**src/rtl/wb_byte_master.sv**
```systemverilog
// Byte-stream command port to single-access 32-bit Wishbone initiator.
// Intended as a debug/boot loader behind a UART receiver/transmitter pair.
module wb_byte_master #(
  parameter int AW   = 32,
  parameter int DW   = 128,
  parameter int TO_W = 16
) (
  input  logic              clk,
  input  logic              rst,
  input  logic              i_cmd_valid,
  input  logic [7:0]        i_cmd_data,
  output logic              o_cmd_ready,
  output logic              o_rsp_valid,
  output logic [7:0]        o_rsp_data,
  input  logic              i_rsp_ready,
  output logic [AW-1:0]     o_wb_adr,
  output logic [DW/8-1:0]   o_wb_sel,
  output logic              o_wb_we,
  output logic [DW-1:0]     o_wb_dat,
  input  logic [DW-1:0]     i_wb_dat,
  output logic              o_wb_cyc,
  output logic              o_wb_stb,
  input  logic              i_wb_ack,
  input  logic              i_wb_err,
  output logic              o_busy
);

  localparam int LANES = DW / 32;
  localparam int SW    = DW / 8;
  localparam int IW    = $clog2(DW);

  localparam logic [2:0] IDLE = 3'd0;
  localparam logic [2:0] ADDR = 3'd1;
  localparam logic [2:0] DATA = 3'd2;
  localparam logic [2:0] BUS  = 3'd3;
  localparam logic [2:0] RESP = 3'd4;

  logic [2:0]      state;
  logic [1:0]      cnt;
  logic            is_wr;
  logic [31:0]     addr;
  logic [31:0]     wdata;
  logic [31:0]     rsp_buf;
  logic [2:0]      rsp_left;
  logic [TO_W-1:0] to_cnt;
  logic [31:0]     lane;
  logic [IW-1:0]   lane_lo;
  logic            cmd_fire;
  logic            rsp_fire;
  logic            to_hit;

  // Lane of the 32-bit word inside the wide bus word
  assign lane     = (addr >> 2) & 32'(LANES - 1);
  assign lane_lo  = IW'(lane * 32);

  assign o_cmd_ready = (state == IDLE) || (state == ADDR) || (state == DATA);
  assign o_busy      = (state != IDLE);
  assign cmd_fire    = i_cmd_valid && o_cmd_ready;
  assign rsp_fire    = o_rsp_valid && i_rsp_ready;
  assign to_hit      = &to_cnt;

  always_ff @(posedge clk or posedge rst) begin
    if (rst) begin
      state       <= IDLE;
      cnt         <= '0;
      is_wr       <= 1'b0;
      addr        <= '0;
      wdata       <= '0;
      rsp_buf     <= '0;
      rsp_left    <= '0;
      to_cnt      <= '0;
      o_rsp_valid <= 1'b0;
      o_rsp_data  <= '0;
      o_wb_adr    <= '0;
      o_wb_sel    <= '0;
      o_wb_we     <= 1'b0;
      o_wb_dat    <= '0;
      o_wb_cyc    <= 1'b0;
      o_wb_stb    <= 1'b0;
    end else begin
      case (state)
        IDLE: begin
          if (cmd_fire) begin
            cnt <= '0;
            if (i_cmd_data == 8'h57) begin
              is_wr <= 1'b1;
              state <= ADDR;
            end else if (i_cmd_data == 8'h52) begin
              is_wr <= 1'b0;
              state <= ADDR;
            end else begin
              o_rsp_valid <= 1'b1;
              o_rsp_data  <= 8'h3F;
              rsp_left    <= '0;
              state       <= RESP;
            end
          end
        end
        ADDR: begin
          if (cmd_fire) begin
            addr <= {addr[23:0], i_cmd_data};
            cnt  <= cnt + 2'd1;
            if (cnt == 2'd3) begin
              to_cnt <= '0;
              state  <= is_wr ? DATA : BUS;
            end
          end
        end
        DATA: begin
          if (cmd_fire) begin
            wdata <= {wdata[23:0], i_cmd_data};
            cnt   <= cnt + 2'd1;
            if (cnt == 2'd3) begin
              to_cnt <= '0;
              state  <= BUS;
            end
          end
        end
        BUS: begin
          if (!o_wb_cyc) begin
            // First BUS cycle launches the access; cyc stays low until here
            o_wb_cyc <= 1'b1;
            o_wb_stb <= 1'b1;
            o_wb_we  <= is_wr;
            o_wb_adr <= AW'(addr & ~32'h3);
            o_wb_sel <= SW'(4'hF) << (lane * 4);
            o_wb_dat <= {LANES{wdata}};
            to_cnt   <= to_cnt + 1'b1;
          end else if (i_wb_err || i_wb_ack || to_hit) begin
            o_wb_cyc    <= 1'b0;
            o_wb_stb    <= 1'b0;
            o_wb_we     <= 1'b0;
            o_rsp_valid <= 1'b1;
            rsp_left    <= '0;
            state       <= RESP;
            if (i_wb_err) begin
              o_rsp_data <= 8'h45;
            end else if (i_wb_ack) begin
              o_rsp_data <= 8'h4B;
              if (!is_wr) begin
                rsp_buf  <= i_wb_dat[lane_lo +: 32];
                rsp_left <= 3'd4;
              end
            end else begin
              o_rsp_data <= 8'h54;
            end
          end else begin
            to_cnt <= to_cnt + 1'b1;
          end
        end
        RESP: begin
          if (rsp_fire) begin
            if (rsp_left == 3'd0) begin
              o_rsp_valid <= 1'b0;
              state       <= IDLE;
            end else begin
              o_rsp_data <= rsp_buf[31:24];
              rsp_buf    <= {rsp_buf[23:0], 8'h00};
              rsp_left   <= rsp_left - 3'd1;
            end
          end
        end
        default: state <= IDLE;
      endcase
    end
  end

endmodule
```
**config.mk**
```make
export PLATFORM = sky130hd
export DESIGN_NAME = wb_byte_master
export DESIGN_NICKNAME = d
export VERILOG_FILES = /design/src/rtl/wb_byte_master.sv
export SDC_FILE = /design/constraint.sdc
export NUM_CORES = 1
export LEC_CHECK = 0
export BUFFER_PORTS_ARGS = -buffer_cell sky130_fd_sc_hd__buf_2
export CAP_MARGIN = 20
export CORE_MARGIN = 2
export CORE_UTILIZATION = 45
export DETAILED_ROUTE_END_ITERATION = 10
export PLACE_DENSITY_LB_ADDON = 0.25
export SYNTH_ARGS = -nofsm -noshare
export SYNTH_HDL_FRONTEND = slang
export SYNTH_SLANG_ARGS = --single-unit
```
**constraint.sdc**
```tcl
create_clock -name clk -period 7.7 [get_ports clk]
set_clock_uncertainty 0.1 [all_clocks]
set_input_delay 0.385 -clock clk [delete_from_list [all_inputs] [get_ports clk]]
set_output_delay 0.385 -clock clk [all_outputs]
set_load 0.005 [all_outputs]
```
==> results, run 1 <==
- The run finished with clean final reports.
- The data required time at the worst endpoint is 7920 ps.
- The share of total power dissipated in the clock network is 0.265.
- After detailed routing, the average wire length per cell comes to 16.3 um.
- The switching power is 1.12 mW.
- The area growth from synthesis to final layout is 16.4%.
- The synthesized design contains roughly 200 register bits.
- The kind of critical path is register to register.
- The type of destination of the critical path is a register.
- Of the total synthesized cell area, the portion taken by XOR and XNOR cells is 0.00174.
- Clock latency on the worst-skew pair, taken at its later pin, is 430 ps.
- Entering global routing, the biggest net connects roughly 140 pins.
- The vertical die dimension is approximately 150 um.
- The initialized floorplan defines 54 standard-cell rows.
- The cell total after placement is 1419.
- The H-tree generated during clock tree synthesis spans 4 levels.
- The total wire length is 23600 um.
- Clock tree synthesis inserted a total of 17 buffers.
- The worst reg-to-reg setup slack is 3830 ps.
- The path class of the tightest hold or removal check is input port to async pin.
- The count of max-cap constraint violations is 0.
- Of the total power, the share spent switching nets is 0.327.
- The post-synthesis instance area is 10100 sq um.
- The total power density per cell area is a little under 300 nW/um^2.
- The count of synthesis-stage warnings from yosys is 0.
- For the worst flop-to-flop path, the logic depth is 5.
- Measured on the finished design, the core utilization comes to 0.536.
- The shortest period the worst path allows is 3870 ps.
- In this run the standard cell core region covers 21900 sq um.
- The number of sinks driven by the clock tree is 199.
- Setup violations remaining at the end of the flow were counted as 0.
- In the routed layout, each cell is associated on average with a via count of roughly 5.2.
- The maximum vdd ir drop is 0.137 mV.
- During placement, the flow inserted port buffers numbering 329.
- Once the clock tree was built, the setup fixing pass inserted 0 buffers.
- The dominant combinational cell family by area after synthesis is multiplexers.
- The library cell with the largest summed area after synthesis is sky130_fd_sc_hd__dfrtp_1.
- around 330 I/O pins were placed.
- The number of antenna violations at the first check in global routing was 2.
- The remaining antenna violation count after routing is 0.
- The die covers 23600 sq um.
- The final total power is 3.41 mW.
- The clock passes through at most 2 buffers.
- The final count of pins violating max slew is 0.
- The ratio of cells with drive above 1 in the final layout is 0.425.
- The worst flop-to-flop path endpoint is rsp_buf[9].
- The die boundary width is 154 um.
- The mux cell area share after synthesis is 0.177.
- The number of hold buffers added after cts is 0.
- The complex-gate fraction of the synthesized area is 0.0563.
- Of the total synthesized cell area, the portion taken by AND, OR, NAND and NOR gates is 0.153.
- After clock tree synthesis, the clock-pin slew on the worst setup and hold paths is about 90 ps.
- Setup repair after global routing left no endpoint under its margin.
- The detailed-route wire length on metal 1 is 9700 um.
- After detailed routing, the number of remaining DRC violations is 0.
- The post-cts repair resize count is 0.
- The critical path launch point type is a register.
- The share of the yosys chip area belonging to registers is 0.494.
- The count of routing violations after the opening detailed-route iteration is 418.
- The final sum of negative setup slack is 0 ps.
- For this run, the top clock speed supported by timing is 258 MHz.
- The final weighted congestion of routability-driven global placement is 0.888.
- The critical register-to-register path startpoint is state[1].
- Of the total synthesized cell area, the portion taken by full adders, half adders and majority gates is 0.00596.
- Along the worst path, the maximum fanout reaches 33.
- The total vias in the final route is 7482.
- In the finished design, the share of the clock period the worst path needs comes to 0.503.
- The detailed router used layers up to and including met4.
- The power share of the sequential group is 0.445.
- The internal power summed over all cells is 2.30 mW.
- In this run the tightest slew margin relative to its limit is 0.306.
- The synthesized design contains 0 enable-type register cells.
- The portion of total power attributed to combinational logic is 0.290.
- The share of synthesized area in the top cell type comes to 0.494.
- The pin slew with the least headroom to its limit is 1040 ps.
- Summed over all cells, the static leakage comes to 6.38 nW.
- For this run the aggregate overflow at the end of global routing stands at 0.
- After filler insertion, the fill cell instance count of the layout stands at about 2000.
- STA puts the critical path data arrival time at between 4000 and 5000 ps.
- The post-synthesis instance total is 962.
- The amount of wire on met2 after detailed routing is 12200 um.
- For this run, asynchronously set or reset flops after synthesis account for 1.00.
- After synthesis, the cell types taking the most area are sky130_fd_sc_hd__dfrtp_1 (49%), sky130_fd_sc_hd__nand2_1 (11%), sky130_fd_sc_hd__mux2_2 (9.6%).
- The mean cell area of the mapped netlist is 10.5 sq um.
- The cell chosen for the clock root is sky130_fd_sc_hd__clkbuf_16.
- The detailed-routing iteration count for the pre-antenna-repair pass is 4.
- The effective utilization at floorplan is 0.461.
- The TritonCTS clock tree is built.
- The net count of the finished layout is 1304.
- The predominant post-synthesis flop cell is sky130_fd_sc_hd__dfrtp_1.
- The final number of hold-violating endpoints is 0.
- Yosys mapped the design onto between 50 and 60 distinct sky130hd cell types.
- The final cell count without fillers is around 1500.
- The total global-route track usage is 0.204.
- Wire segments on met3 add up to 1070 um in the final route.
- The estimated wirelength of the detail-placed design is 17000 um.
- The via count of the first global-routing pass is 7211.
- The global-route wire length before repair is 38100 um.
-- how the worst max path moves through the flow --
stage | start | to | slack (ps) | cells after the start
6_report | state[1] | rsp_buf[9] | 3830 | 5
5_1_grt | state[1] | rsp_buf[21] | 3400 | 5
4_1_cts | state[1] | rsp_buf[27] | 3800 | 5
3_5_place_dp | state[1] | rsp_buf[27] | 3830 | 5
3_3_place_gp | state[1] | rsp_buf[27] | 3950 | 5
2_1_floorplan | rst | addr[0] | 1790 | 1
-- cell families after synthesis --
group                      after synthesis
and+or+nand+nor                        362
DFF                                    199
buffers and inverters                  179
muxes                                  127
AOI/OAI and AO/OA                       87
adders and majority gates                5
xor gates and xnor gates                 2
other                                    1
-- synth_stat cells, types with 2 or more instances --
| cell type | n |
|---|---|
| sky130_fd_sc_hd__buf_2 | 11 |
| sky130_fd_sc_hd__a32oi_1 | 2 |
| sky130_fd_sc_hd__or4_1 | 9 |
| sky130_fd_sc_hd__dfrtp_1 | 199 |
| sky130_fd_sc_hd__o22ai_1 | 4 |
| sky130_fd_sc_hd__nand2b_1 | 3 |
| sky130_fd_sc_hd__nor2_1 | 8 |
| sky130_fd_sc_hd__ha_1 | 4 |
| sky130_fd_sc_hd__mux2i_1 | 7 |
| sky130_fd_sc_hd__mux2_1 | 2 |
| sky130_fd_sc_hd__a21o_1 | 4 |
| sky130_fd_sc_hd__nand3b_1 | 5 |
| sky130_fd_sc_hd__nand4_1 | 4 |
| sky130_fd_sc_hd__nor4_1 | 2 |
| sky130_fd_sc_hd__buf_1 | 5 |
| sky130_fd_sc_hd__a211o_1 | 2 |
| sky130_fd_sc_hd__inv_1 | 19 |
| sky130_fd_sc_hd__clkbuf_1 | 30 |
| sky130_fd_sc_hd__or3_1 | 6 |
| sky130_fd_sc_hd__nand3_1 | 14 |
| sky130_fd_sc_hd__buf_4 | 111 |
| sky130_fd_sc_hd__mux2_2 | 86 |
| sky130_fd_sc_hd__o31ai_1 | 12 |
| sky130_fd_sc_hd__nor2b_1 | 2 |
| sky130_fd_sc_hd__mux4_2 | 32 |
| sky130_fd_sc_hd__nor3_1 | 9 |
| sky130_fd_sc_hd__a22o_1 | 8 |
| sky130_fd_sc_hd__buf_6 | 3 |
| sky130_fd_sc_hd__o21ai_0 | 20 |
| sky130_fd_sc_hd__nor4bb_1 | 2 |
| sky130_fd_sc_hd__a21oi_1 | 22 |
| sky130_fd_sc_hd__a211oi_1 | 2 |
| sky130_fd_sc_hd__nand2_1 | 289 |
-- critical path, stage by stage (launching register included) --
cell and delay, ps:
sky130_fd_sc_hd__dfrtp_1 640, sky130_fd_sc_hd__nor2_1 340, sky130_fd_sc_hd__nand2_1 660, sky130_fd_sc_hd__a21oi_1 750, sky130_fd_sc_hd__a21o_1 840, sky130_fd_sc_hd__mux2_2 420
-- layout by cell type (no fill, tap or decap), drive strengths merged, types with 3 or more instances in the layout --
cell    instances
clkbuf         18
a22o            8
nand4           4
nor4            3
nand3          14
buf           336
nor3            9
dfrtp         199
nand3b          5
mux4           32
nand2         289
mux2i           7
o31ai          12
or4             9
inv            24
a21o            4
nand2b          3
a21oi          22
or3             6
o21ai          21
nor2            8
mux2           88
clkinv          8
ha              4
o22ai           4
-- layer usage --
metal	global-route usage	vias to the layer above
met3	0.0378	34
met2	0.360	281
met5	0	-
met1	0.248	3595
met4	0.0817	0
li1	-	3572
-- through the flow --
stage	setup slack (ps)	cell area (sq um)	hold slack, ps
finish	3830	11700	58.0
global placement	3950	11100	347
detailed placement	3830	11100	351
floorplan	1790	10100	335
global route	3400	11700	96.4
CTS	3800	11700	83.3
-- layout make-up --
class	count	area (sq um)	area share
well taps	280	350	0.0299
diodes	1	2.50	0.000213
flip-flops and latches	199	4980	0.425
inverters	19	78.8	0.00672
clock inverters	14	181	0.0155
multi-input cells	585	4010	0.342
clock buffers	18	429	0.0366
repair buffers	336	1700	0.145
-- state kept, by name, summed over array words and instances, names as in the netlist --
signal,flops
rsp_buf,32
o_wb_cyc,1
o_rsp_data,8
o_wb_sel,4
cnt,2
o_wb_adr,30
o_rsp_valid,1
rsp_left,3
to_cnt,16
addr,32
o_wb_stb,1
wdata,32
o_wb_dat,32
state,3
o_wb_we,1
is_wr,1
-- power by group through the flow --
stage	Combinational [mW]	Sequential [mW]	Clock (mW)
2_1_floorplan	0.809	1.43	0
5_1_grt	1.10	1.56	0.971
6_report	0.989	1.52	0.904
4_1_cts	1.01	1.52	0.928
3_5_place_dp	1.00	1.54	0
3_3_place_gp	0.981	1.53	0
No activity file was read; power rests on OpenSTA's default activity.
==> run 2, diff against run 1 <==
==> constraint.sdc (replaced) <==
create_clock -name clk -period 3.2 [get_ports clk]
set_clock_uncertainty 0.1 [all_clocks]
set_input_delay 0.16 -clock clk [delete_from_list [all_inputs] [get_ports clk]]
set_output_delay 0.16 -clock clk [all_outputs]
set_load 0.005 [all_outputs]
==> run 2 against run 1 <==
  * Design area rose by 2.0%
  * Worst setup slack got worse by 3400 ps
  * Power grew 140%
  * Flip-flop and latch count did not move
  * Clock power grew to 2.5 times the previous value
  * Combinational power grew 140%
  * Largest cell class unchanged
  * Highest routed layer unchanged
==> results, run 2 (synthesis results as in run 1) <==
- The die boundary width is 154 um (unchanged).
- The count of H-tree levels built during CTS is 4 (unchanged).
- The TritonCTS clock tree is built.
- The antenna diode count was 0 (-1).
- The reported leakage power is 6.49 nW (+1.9%).
- The cell total after placement is 1432 (+0.92%).
- The global-route wire length before repair came to 37600 um (-1.4%).
- The top cell types in the final layout, fill and taps aside, are sky130_fd_sc_hd__buf_2 (329), sky130_fd_sc_hd__nand2_1 (289), sky130_fd_sc_hd__dfrtp_1 (197).
- The total vias in the final route is 7555 (+0.98%).
- The clock share of power was 0.271 (+0.006).
- The worst setup path is captured at a register.
- The number of buffers added by the clock tree synthesis step is 17 (unchanged).
- The estimated wirelength of the detail-placed design was 17200 um (+1.2%).
- The count of routing violations after the opening detailed-route iteration is 355 (-15%).
- The internal power summed over all cells is 5.66 mW (+150%).
- The number of buffers on the longest clock path came to 2 (unchanged).
- The critical path launch point type is a register.
- The DRC violations left was 0 (unchanged).
- The total wire length is 23500 um (-0.42%).
- Clock tree synthesis selected as its root buffer the cell sky130_fd_sc_hd__clkbuf_16.
- The maximum vdd ir drop came to 0.356 mV (+160%).
- The final count of pins violating max slew is 0 (unchanged).
- The post-CTS repair timing setup buffer count is 0 (unchanged).
- The final weighted congestion of routability-driven global placement is 0.837 (-5.7%).
- The worst-skew pair later-pin latency was 430 ps (about the same).
- The shortest period the worst path allows is 2780 ps (-1090 ps).
- The pin slew with the least headroom to its limit is 954 ps (-83.9 ps).
- The final setup violation count came to 0 (unchanged).
- The quantity of I/O buffers inserted on ports is 329 (unchanged).
- The fraction of power spent switching nets is 0.321 (-0.00559).
- The floorplan core area is 21900 sq um (unchanged).
- The overall die area was 23600 sq um (unchanged).
- The worst endpoint data arrival time is 3000 ps (-1090 ps).
- The final number of hold-violating endpoints is 0 (unchanged).
- The area growth from synthesis to final layout is 18.7%.
- The final sum of negative setup slack is 0 ps (unchanged).
- The number of hold buffers added after cts was 10 (+10).
- The via count of the first global-routing pass is 7431 (+3.1%).
- The critical path in this run is classified as register to register.
- The share of the clock period used by the worst path after layout came to 0.870 (+0.367).
- The ratio of cells with drive above 1 in the final layout came to 0.427 (+0.00186).
- Setup repair after global routing left no endpoint under its margin.
- The total power density per cell area is 697 nW/um^2 (+140%).
- The detailed-route wire length per cell is 16.0 um (-1.9%).
- The remaining antenna violation count after routing is 0 (unchanged).
- The maximum net fanout on the critical path is 24 (-27%).
- The flow ran to the end, and the final reports show no timing, DRC or antenna violations.
- The effective utilization at floorplan is 0.461 (unchanged).
- The library cell used most frequently in the layout, excluding fill and tap cells, is sky130_fd_sc_hd__buf_2.
- The post-cts repair resize count is 0 (unchanged).
- The number of vias per cell after detailed routing is 5.13 (-0.53%).
- The largest net degree at the start of global routing is 126 (-9.4%).
- The highest attainable clock frequency is 359 MHz (+39%).
- The data required time at the worst endpoint is 3420 ps (-4500 ps).
- The I/O pin count is 332 (unchanged).
- The worst slew margin relative to its limit was 0.364 (+0.0576).
- The number of rows created at floorplan is 54 (unchanged).
- The number of nets at the end of the flow is 1327 (+1.8%).
- The power share of the sequential group came to 0.444 (about the same).
- The count of max-cap constraint violations is 0 (unchanged).
- The number of sinks driven by the clock tree came to 199 (unchanged).
- The total global-route track usage is 0.199 (-0.00588).
- The switching power is 2.68 mW (+140%).
- The final cell count without fillers was 1474 (+1.5%).
- The final total power is 8.34 mW (+140%).
- The clock-pin slew reported for the worst setup and hold paths after clock tree synthesis is 70 ps (-20 ps).
- The utilization of the core after routing was 0.547 (+0.0106).
- The class of the most critical hold timing path is input port to register.
- The vertical die dimension is 154 um (unchanged).
- The portion of total power attributed to combinational logic came to 0.284 (-0.006).
- The number of antenna violations at the first check in global routing was 0 (-2).
- The detailed-routing iteration count for the pre-antenna-repair pass is 4 (unchanged).
- The total congestion overflow was 0 (unchanged).
[run 2: changes by cell type in the layout (fill, tap and decap cells not counted), sizes merged]
cell         previous run  this run
buf                   336       349
bufinv                  1         2
clkinv                  8         4
clkinvlp                0         1
diode                   1         0
dlygate4sd3             0        10
inv                    24        26
[run 2: per-layer routing]
metal	track usage	up-vias	routed length, um
met4	0.0594	0	368
met1	0.245	3654	9890
met3	0.0304	22	1120
met2	0.360	276	12200
li1	-	3603	-
met5	0	-	0
[run 2: worst max-delay path, stage by stage (launching register included)]
cell	delay (ps)
sky130_fd_sc_hd__dfrtp_1	410
sky130_fd_sc_hd__nand4_1	300
sky130_fd_sc_hd__nor4_4	400
sky130_fd_sc_hd__o21a_1	260
sky130_fd_sc_hd__a21o_1	770
sky130_fd_sc_hd__mux2_2	420
[run 2: path summary, 6_finish.rpt]
check / from / slack (ps) / cells after the start / endpoint
max: to_cnt[3] / 420 / 5 / rsp_buf[22]
min: i_wb_ack / 20 / 4 / o_wb_stb
max reg2reg: to_cnt[3] / 420 / 5 / rsp_buf[22]
min reg2reg: wdata[28] / 370 / 2 / o_wb_dat[124]
max in group asynchronous: rst / 1770 / 4 / addr[3]
min in group asynchronous: rst / 370 / 4 / o_wb_dat[104]
[run 2: cell type report]
type | instances | area, sq um
Fill cell | 2013 | 9920
Sequential cell | 199 | 4980
Multi-Input combinational cell | 585 | 4010
Timing Repair Buffer | 359 | 1920
Clock buffer | 18 | 429
Tap cell | 280 | 350
Clock inverter | 14 | 203
Inverter | 19 | 75.1
[run 2: per-stage QoR]
stage | setup WS (ps) | instance area (sq um) | hold slack, ps
after floorplan | 366 | 10100 | 195
after global placement | 486 | 11200 | 320
final | 418 | 12000 | 15.6
after global routing | 228 | 12000 | 30.6
after CTS | 416 | 12000 | 2.36
after detailed placement | 419 | 11200 | 320
[run 2: power groups by stage]
stage	logic, mW	clock network (mW)	registers, mW
floorplan	1.95	0	3.45
global placement	2.35	0	3.74
detailed placement	2.40	0	3.76
CTS	2.42	2.31	3.72
global route	2.64	2.39	3.82
finish	2.37	2.26	3.70
==> run 3, diff against run 2 <==
--- a/config.mk
+++ b/config.mk
@@ -7,7 +7,7 @@
 export LEC_CHECK = 0
 export BUFFER_PORTS_ARGS = -buffer_cell sky130_fd_sc_hd__buf_2
 export CAP_MARGIN = 20
-export CORE_MARGIN = 2
+export CORE_MARGIN = 4
 export CORE_UTILIZATION = 45
 export DETAILED_ROUTE_END_ITERATION = 10
 export PLACE_DENSITY_LB_ADDON = 0.25
==> run 3 against run 2 <==
  * Sequential share of layout area barely moved
  * Sequential power fell by 1%
  * Largest cell class unchanged
  * Critical path depth did not move
  * Register-to-register slack improved by 40 ps
  * Power fell by 0.59%
  * Design area barely moved
  * Clock power fell by 4%
==> results, run 3 (synthesis results as in run 1) <==
- The flow ran to the end, and the final reports show no timing, DRC or antenna violations.
- The vertical die dimension was 158 um (+2.6%).
- The number of rows created at floorplan is 54 (unchanged).
- The die boundary width is 158 um (+2.6%).
- The total congestion overflow was 0 (unchanged).
- The shortest period the worst path allows is 2750 ps (-36.7 ps).
- The number of cells on the worst reg-to-reg path came to 5 (unchanged).
- The total global-route track usage was 0.196 (-0.00270).
- The data required time at the worst endpoint is 3450 ps (+30 ps).
- The TritonCTS clock tree is built.
- The count of max-cap constraint violations is 0 (unchanged).
- The global-route wire length before repair is 38500 um (+2.3%).
- The total power density per cell area is 692 nW/um^2 (-0.60%).
- The estimated wirelength of the detail-placed design was 18300 um (+6.0%).
- The final number of hold-violating endpoints is 0 (unchanged).
- The effective utilization at floorplan is 0.459 (-0.00142).
- The number of sinks driven by the clock tree came to 199 (unchanged).
- The DRC violations left came to 0 (unchanged).
- The library cells used most frequently in the layout, excluding fill and tap cells, are sky130_fd_sc_hd__buf_2 (329), sky130_fd_sc_hd__nand2_1 (289), sky130_fd_sc_hd__dfrtp_1 (197).
- The instance count along the most critical hold path came to 2 (-2).
- The critical path starts at state[2].
- The internal power summed over all cells came to 5.55 mW (-1.9%).
- Traced cell by cell, the critical path runs through and3b_1, and2_0, a211o_1, or4_1, a21oi_1.
- The final weighted congestion of routability-driven global placement is 0.841 (+0.45%).
- The detailed-route wire length per cell came to 16.8 um (+4.9%).
- The worst hold path begins at i_cmd_data[2].
- The number of buffers on the longest clock path is 2 (unchanged).
- The worst endpoint data arrival time is 2990 ps (about the same).
- The number of hold buffers added after cts is 8 (-2).
- The library cell used most frequently in the layout, excluding fill and tap cells, is sky130_fd_sc_hd__buf_2.
- The worst stage delay on the critical path is 620 ps (-150 ps).
- The switching power is 2.74 mW (+2.1%).
- The number of nets at the end of the flow was 1323 (-0.30%).
- The power share of the sequential group is 0.442 (-0.002).
- The utilization of the core after routing is 0.545 (-0.00162).
- The maximum vdd ir drop is 0.331 mV (-7.0%).
- The final setup violation count is 0 (unchanged).
- The count of H-tree levels built during CTS was 4 (unchanged).
- The total vias in the final route is 7573 (+0.24%).
- The remaining antenna violation count after routing is 0 (unchanged).
- The pin slew with the least headroom to its limit is 929 ps (-24.9 ps).
- The area growth from synthesis to final layout came to 18.7% (about the same).
- The I/O pin count was 332 (unchanged).
- The total wire length came to 24700 um (+4.8%).
- The floorplan core area was 22000 sq um (+0.31%).
- The class of the most critical hold timing path is input port to register.
- The clock-pin slew reported for the worst setup and hold paths after clock tree synthesis is 80 ps (about the same).
- The kind of critical path is register to register.
- The fraction of power spent switching nets is 0.330 (+0.00886).
- The clock share of power is 0.263 (-0.008).
- The worst setup path is launched from a register.
- STA classifies the critical path endpoint as a register.
- Setup repair after global routing left no endpoint under its margin.
- The number of buffers added by the clock tree synthesis step was 17 (unchanged).
- The maximum net fanout on the critical path was 32 (+33%).
- The number of antenna violations at the first check in global routing came to 3 (+3).
- The reported leakage power came to 6.48 nW (-0.14%).
- The number of buffer and inverter instances along the worst setup path is 0 (unchanged).
- The portion of total power attributed to combinational logic is 0.295 (+0.011).
- The post-CTS repair timing setup buffer count is 0 (unchanged).
- The count of routing violations after the opening detailed-route iteration is 372 (+4.8%).
- The quantity of I/O buffers inserted on ports is 329 (unchanged).
- The highest attainable clock frequency is 364 MHz (+1.3%).
- The via count of the first global-routing pass was 7450 (+0.26%).
- The largest net degree at the start of global routing is 66 (-48%).
- The cell with the largest stage delay on the worst path is sky130_fd_sc_hd__dfrtp_1.
- The final sum of negative setup slack is 0 ps (unchanged).
- The ratio of cells with drive above 1 in the final layout is 0.428 (+0.000595).
- The post-cts repair resize count is 0 (unchanged).
- The number of vias per cell after detailed routing is 5.14 (+0.37%).
- The overall die area came to 24900 sq um (+5.3%).
- The share of the clock period used by the worst path after layout came to 0.858 (-0.0115).
- The worst slew margin relative to its limit is 0.379 (+0.0153).
- The worst register-to-register path begins at state[2].
- The instance count on the critical path came to 5 (unchanged).
- The cell family contributing the most delay on the critical path is simple AND/OR/NAND/NOR gates.
- The detailed-routing iteration count for the pre-antenna-repair pass is 4 (unchanged).
- The cell chosen for the clock root is sky130_fd_sc_hd__clkbuf_16.
- The worst-skew pair later-pin latency is 430 ps (about the same).
- The final count of pins violating max slew is 0 (unchanged).
==> run 3: metal layers <==
metal	GRT usage	part of all wire	vias up
li1	-	-	3592
met1	0.244	0.41	3698
met2	0.347	0.52	257
met3	0.0334	0.051	26
met4	0.0635	0.018	0
met5	0	0	-
==> run 3: power by group through the flow <==
stage	logic, mW	clock network (mW)	registers (mW)
3_3_place_gp	2.44	0	3.70
3_5_place_dp	2.49	0	3.72
2_1_floorplan	1.95	0	3.45
4_1_cts	2.51	2.22	3.67
5_1_grt	2.73	2.33	3.75
6_report	2.45	2.18	3.66
==> run 3: cell type report <==
class	instances	area [sq um]
diodes	2	5.00
clock buffers	18	439
clock inverters	14	168
fillers	1987	9990
inverters	19	75.1
multi-input cells	585	4010
flip-flops and latches	199	4980
well taps	280	350
repair buffers	355	1940
==> run 3: worst paths after layout <==
path,end,slack [ps]
worst max-delay path,to_cnt[13],450
worst min-delay path,addr[2],20
worst max register to register,to_cnt[13],450
worst min register to register,o_wb_dat[95],360
max in group asynchronous,o_wb_adr[31],1820
min in group asynchronous,wdata[1],370
==> run 3: stage by stage <==
stage / cell area [sq um] / setup slack, ps / power (mW) / hold WS, ps / cells
after floorplan: 10100 / 366 / 5.40 / 195 / 963
after global placement: 11300 / 637 / 6.13 / 309 / 1430
after detailed placement: 11300 / 540 / 6.21 / 307 / 1430
after CTS: 12000 / 486 / 8.40 / 12.1 / 1470
after global routing: 12000 / 277 / 8.82 / 15.4 / 1472
final: 12000 / 454 / 8.29 / 21.3 / 1472
